### config.mk
export PLATFORM = sky130hd
export DESIGN_NAME = cic_comb_scheduler
export DESIGN_NICKNAME = d
export VERILOG_FILES = /design/src/rtl/cic_comb_scheduler_pkg.sv /design/src/rtl/cic_sub.sv /design/src/rtl/cic_comb_scheduler.sv
export SDC_FILE = /design/constraint.sdc
export NUM_CORES = 1
export LEC_CHECK = 0
export CAP_MARGIN = 20
export CORE_MARGIN = 1
export CORE_UTILIZATION = 55
export CTS_CLUSTER_DIAMETER = 40
export DETAILED_ROUTE_END_ITERATION = 16
export HOLD_SLACK_MARGIN = 0.08
export PLACE_DENSITY = 0.72
export SETUP_SLACK_MARGIN = 0.3
export SKIP_LAST_GASP = 1
export SLEW_MARGIN = 30
export SYNTH_ARGS = -nofsm -noshare
export SYNTH_HDL_FRONTEND = slang
export SYNTH_SLANG_ARGS = --single-unit
### constraint.sdc
create_clock -name clk -period 11.6 [get_ports clk]
set_input_delay 2.9 -clock clk [delete_from_list [all_inputs] [get_ports clk]]
set_output_delay 2.9 -clock clk [all_outputs]
set_load 0.02 [all_outputs]
### src/rtl/cic_comb_scheduler_pkg.sv
// Shared definitions for the time-multiplexed CIC comb scheduler:
// default width, FSM encoding and channel indices.
package cic_comb_scheduler_pkg;

    localparam int CIC_WIDTH_DEF = 24;

    localparam int CH_L = 0;
    localparam int CH_R = 1;

    typedef enum logic [1:0] {
        ST_IDLE = 2'd0,
        ST_RUN  = 2'd1,
        ST_DONE = 2'd2
    } cic_state_e;

    // Width of a counter able to hold 0..n-1, never narrower than one bit.
    function automatic int idx_w(input int n);
        return (n > 1) ? $clog2(n) : 1;
    endfunction

endpackage

### src/rtl/cic_sub.sv
// Combinational wrap-around subtractor shared by all comb operations.
module cic_sub
    import cic_comb_scheduler_pkg::*;
#(
    parameter int WIDTH = CIC_WIDTH_DEF
) (
    input  logic [WIDTH-1:0] a_i,
    input  logic [WIDTH-1:0] b_i,
    output logic [WIDTH-1:0] d_o
);

    // Modulo 2^WIDTH on purpose: CIC output is only correct with wrap.
    assign d_o = a_i - b_i;

endmodule

### src/rtl/cic_comb_scheduler.sv
// Stereo CIC comb section: captures both integrator outputs per frame and runs
// 2*STAGES differentiator ops through one subtractor, left stages first.
module cic_comb_scheduler
    import cic_comb_scheduler_pkg::*;
#(
    parameter int WIDTH  = CIC_WIDTH_DEF,
    parameter int STAGES = 3
) (
    input  logic             clk,
    input  logic             rst,
    input  logic             lr_clk,
    input  logic             clear,
    input  logic [WIDTH-1:0] in_l,
    input  logic [WIDTH-1:0] in_r,
    output logic [WIDTH-1:0] out_l,
    output logic [WIDTH-1:0] out_r,
    output logic             out_valid,
    output logic             busy,
    output logic             overrun
);

    localparam int NOPS   = 2 * STAGES;
    localparam int STEP_W = idx_w(NOPS);
    localparam int K_W    = idx_w(STAGES);
    localparam logic [STEP_W-1:0] LAST_STEP = STEP_W'(NOPS - 1);

    cic_state_e state_q, state_d;

    logic                                 prev_lr_q;
    logic [STEP_W-1:0]                    step_q, step_d;
    logic [1:0][WIDTH-1:0]                work_q, work_d;
    logic [1:0][STAGES-1:0][WIDTH-1:0]    dly_q, dly_d;
    logic [WIDTH-1:0]                     out_l_q, out_l_d;
    logic [WIDTH-1:0]                     out_r_q, out_r_d;
    logic                                 out_valid_q, out_valid_d;
    logic                                 overrun_q, overrun_d;

    logic             lr_edge;
    logic             op_ch;
    logic [K_W-1:0]   op_k;
    logic [WIDTH-1:0] op_a, op_b, op_diff;

    assign lr_edge = lr_clk & ~prev_lr_q;

    // Step -> {channel, stage}: steps 0..STAGES-1 left, the rest right.
    always_comb begin
        op_ch = 1'b0;
        op_k  = '0;
        if (int'(step_q) >= STAGES) begin
            op_ch = 1'b1;
            op_k  = K_W'(int'(step_q) - STAGES);
        end else begin
            op_k  = K_W'(step_q);
        end
    end

    assign op_a = work_q[op_ch];
    assign op_b = dly_q[op_ch][op_k];

    cic_sub #(.WIDTH(WIDTH)) u_sub (
        .a_i (op_a),
        .b_i (op_b),
        .d_o (op_diff)
    );

    // FSM: state register
    always_ff @(posedge clk or posedge rst) begin
        if (rst) state_q <= ST_IDLE;
        else     state_q <= state_d;
    end

    // FSM: next state; clear wins over everything, including a same-cycle edge
    always_comb begin
        state_d = state_q;
        if (clear) begin
            state_d = ST_IDLE;
        end else begin
            case (state_q)
                ST_IDLE: if (lr_edge) state_d = ST_RUN;
                ST_RUN:  if (step_q == LAST_STEP) state_d = ST_DONE;
                ST_DONE: state_d = ST_IDLE;
                default: state_d = ST_IDLE;
            endcase
        end
    end

    // FSM: outputs
    always_comb begin
        busy      = (state_q != ST_IDLE);
        out_l     = out_l_q;
        out_r     = out_r_q;
        out_valid = out_valid_q;
        overrun   = overrun_q;
    end

    // Datapath next state
    always_comb begin
        step_d      = step_q;
        work_d      = work_q;
        dly_d       = dly_q;
        out_l_d     = out_l_q;
        out_r_d     = out_r_q;
        out_valid_d = 1'b0;
        overrun_d   = overrun_q;
        if (clear) begin
            dly_d     = '0;
            step_d    = '0;
            overrun_d = 1'b0;
        end else begin
            case (state_q)
                ST_IDLE: begin
                    if (lr_edge) begin
                        work_d[CH_L] = in_l;
                        work_d[CH_R] = in_r;
                        step_d       = '0;
                    end
                end
                ST_RUN: begin
                    work_d[op_ch]       = op_diff;
                    dly_d[op_ch][op_k]  = work_q[op_ch];
                    step_d              = step_q + 1'b1;
                    if (lr_edge) overrun_d = 1'b1;
                end
                ST_DONE: begin
                    out_l_d     = work_q[CH_L];
                    out_r_d     = work_q[CH_R];
                    out_valid_d = 1'b1;
                    if (lr_edge) overrun_d = 1'b1;
                end
                default: ;
            endcase
        end
    end

    always_ff @(posedge clk or posedge rst) begin
        if (rst) begin
            prev_lr_q   <= 1'b0;
            step_q      <= '0;
            work_q      <= '0;
            dly_q       <= '0;
            out_l_q     <= '0;
            out_r_q     <= '0;
            out_valid_q <= 1'b0;
            overrun_q   <= 1'b0;
        end else begin
            prev_lr_q   <= lr_clk;
            step_q      <= step_d;
            work_q      <= work_d;
            dly_q       <= dly_d;
            out_l_q     <= out_l_d;
            out_r_q     <= out_r_d;
            out_valid_q <= out_valid_d;
            overrun_q   <= overrun_d;
        end
    end

endmodule

==> metrics.txt <==
Slew headroom 38.4%; CP Data Arrival Time 6090 ps; Slowest-stage cell, CP a21boi_2; run status completed; Max Slew Vio Count 0; fmax 175 MHz; placed cells 1478; Synth area leader dfrtp_1; Net Sw Frac 36.0%; Max VDD drop 0.000118 V; worst r2r src step_q[1]; Reg area 6210 um^2; CP Cell Sequence ha_1 > ha_1 > a211o_2 > buf_4 > nand2_1 > a21boi_2 > nor2_1 > nor2_1 > ha_1 > fa_1 > nor2b_1 > o31a_1 > o21ai_1 > o21ai_0 > a2111o_1 > o21ai_0 > o21ai_0 > xnor2_1 > o21ai_0; first-pass GRT wire length 55200 um; Worst-Margin Slew 921 ps; clock root cell clkbuf_16; accumulated negative setup slack 0 ps; Post-synth EDFFs 0; crit-path max cell delay 660 ps; Total Routing Usage GR 31.5%; Overall Power 3300 uW; RSZ-0062 raised after global routing no; clock slew at reported path FFs 60 ps; Layout Skew 19.6 ps; WP data required 11970 ps; Switch Pwr 1190 uW; crit path kind reg2reg; Synth Register Bits 248; WL/cell 22.4 um; Synth Net Count 1241; # diodes 0; core area 21800 um^2; initial antenna violation count 0; # fillers 1645; Setup crit end kind flop; later-pin clock latency in the skew report 520 ps; largest net degree at the start of global routing 108; Post-Syn Area 12200 um^2; Finished Cell Area 14800 um^2; Post-DP HPWL 22200 um; hold path endpoint dly_q[89]; crit path time final 5720 ps; vias in the first global route 9629; Clock Power Share 35.7%; count of final setup violators 0; DRC 0; Int Pwr 2110 uW; Synth cell types 57; GP Congestion 0.932; Hold Violations, Final 0; synth warn 0; most common cell in the netlist dfrtp_1; global route overflow 0; clock buffer depth 3; combinational power share 31.8%; area of the multi-input gates 5600 um^2; Setup WS post-layout 5880 ps; total CTS buffers 37; Initial DRC Count 861; Clock H-tree levels 2; Crit path top cell by count o21ai_0; synth cell count leaders 248 x dfrtp_1, 121 x a22o_1, 114 x nand2_1; area grow syn2layout 21.3%; largest cells by area after synthesis dfrtp_1 51%, a22o_1 8.7%, mux2_2 4.4%; pwr dens 223 nW/um^2; clk sinks 248; Hold Startpoint dly_q[89]; number of placement rows 54; Async SR Flop Fraction 100%; post-route ant nets 0; Area after DPL 13500 um^2; Die H 151 um; Post-CTS Hold Buffers 0; fin crit share 49.3%; PortBufs 102; Vias 9980; vias per inst 6.46; First-pass DRT Iterations 9; post_cts resized 0; Final #Nets 1320; P_leak 0.00664 uW; total die area 22800 um^2; die width 151 um; ys flop type dfrtp_1; io pins 103; Worst R2R Setup Slack 5880 ps; Worst Path Max Fanout 44; reg-to-reg endpoint work_q[44]; Worst Hold Depth 1; sequential area share after synthesis 50.8%; worst hold-check path type reg2reg; final non-filler cell total 1545; Starting Density 56.0%; postcts setup bufs 0; layout cell share with drive strength beyond 1 13.4%; CTS tree yes; Flop pwr share 32.5%; post-place setup slack 6000 ps; Avg Cell Area, Syn 10.5 um^2; Max Cap Viol 0; Startpoint Class flop; post-synth top area share 50.8%; final WL 34600 um; path depth of the worst reg2reg path 19; Mapped Cells 1158
-- worst max path at each step --
| stage | start | endpoint | cells after the start |
|---|---|---|---|
| after floorplan | rst | dly_q[0] | 1 |
| after global placement | lr_clk | work_q[47] | 8 |
| after detailed placement | lr_clk | work_q[47] | 8 |
| after CTS | step_q[1] | work_q[44] | 19 |
| after global routing | step_q[1] | work_q[16] | 19 |
| final | step_q[1] | work_q[44] | 19 |
-- registers in the layout (all words and copies together), names as in the netlist --
name and cells:
out_r 24, step_q 3, work_q 48, overrun 1
out_valid 1, state_q 2, prev_lr_q 1, out_l 24
dly_q 144
-- routing by layer --
layer / track usage (%) / share of wire, %
met5: 0 / 0
met3: 5.81 / 7.8
met1: 49.2 / 47
met2: 44.7 / 43
met4: 8.05 / 2.1
-- per-stage QoR --
stage / utilization, % / hold slack, ps
floorplan: - / 461
global placement: 61.8 / 477
detailed placement: 61.8 / 476
CTS: 67.9 / 497
global route: 67.9 / 510
finish: 67.9 / 495
-- layout make-up --
cell class	count	area share, %
flip-flops and latches	248	41.9
multi-input cells	788	37.8
repair buffers	125	8.08
clock buffers	45	6.87
well taps	280	2.36
clock inverters	22	1.99
inverters	37	0.988
-- layout by cell type (no fill, tap or decap), drive strengths merged, types with 4 or more instances in the layout --
cell and count:
mux4 10, xor2 10, nand2 114, a211oi 4, xnor2 11, o31ai 4, clkbuf 45, bufinv 5
a31oi 7, o21ai 50, mux2 48, a22oi 23, a21oi 92, dfrtp 248, buf 23, a22o 121
mux2i 24, a221oi 10, o22ai 24, a222oi 14, a32oi 4, inv 44, nor2b 5, a21o 10
nor2 75, and3 10, nand3 37, nand2b 4, o21a 17, clkdlybuf4s50 102, clkinv 7, ha 30
-- kinds of logic after synthesis --
group                    synth area share, %
adder cells (fa/ha/maj)                 3.24
multiplexers                            8.24
AND/OR/NAND/NOR                         8.91
buffers and inverters                   3.86
AO/OA/AOI/OAI                           23.4
XOR/XNOR                                1.51
flip-flops                              50.8
-- worst max-delay path: cells and delay by family (launching register included) --
family	cells	cell delay, ps
and+or+nand+nor	4	490
xor gates and xnor gates	1	210
buffers and inverters	1	430
adders and majority gates	4	930
DFF	1	470
AOI/OAI and AO/OA	9	3020
-- power groups by stage --
stage / clock network, uW / logic, uW / registers [uW]
detailed placement: 0 / 1000 / 1080
global route: 1230 / 1140 / 1090
finish: 1180 / 1050 / 1070
floorplan: 0 / 733 / 1040
CTS: 1190 / 1020 / 1070
global placement: 0 / 993 / 1080
No activity file was read; power rests on OpenSTA's default activity.
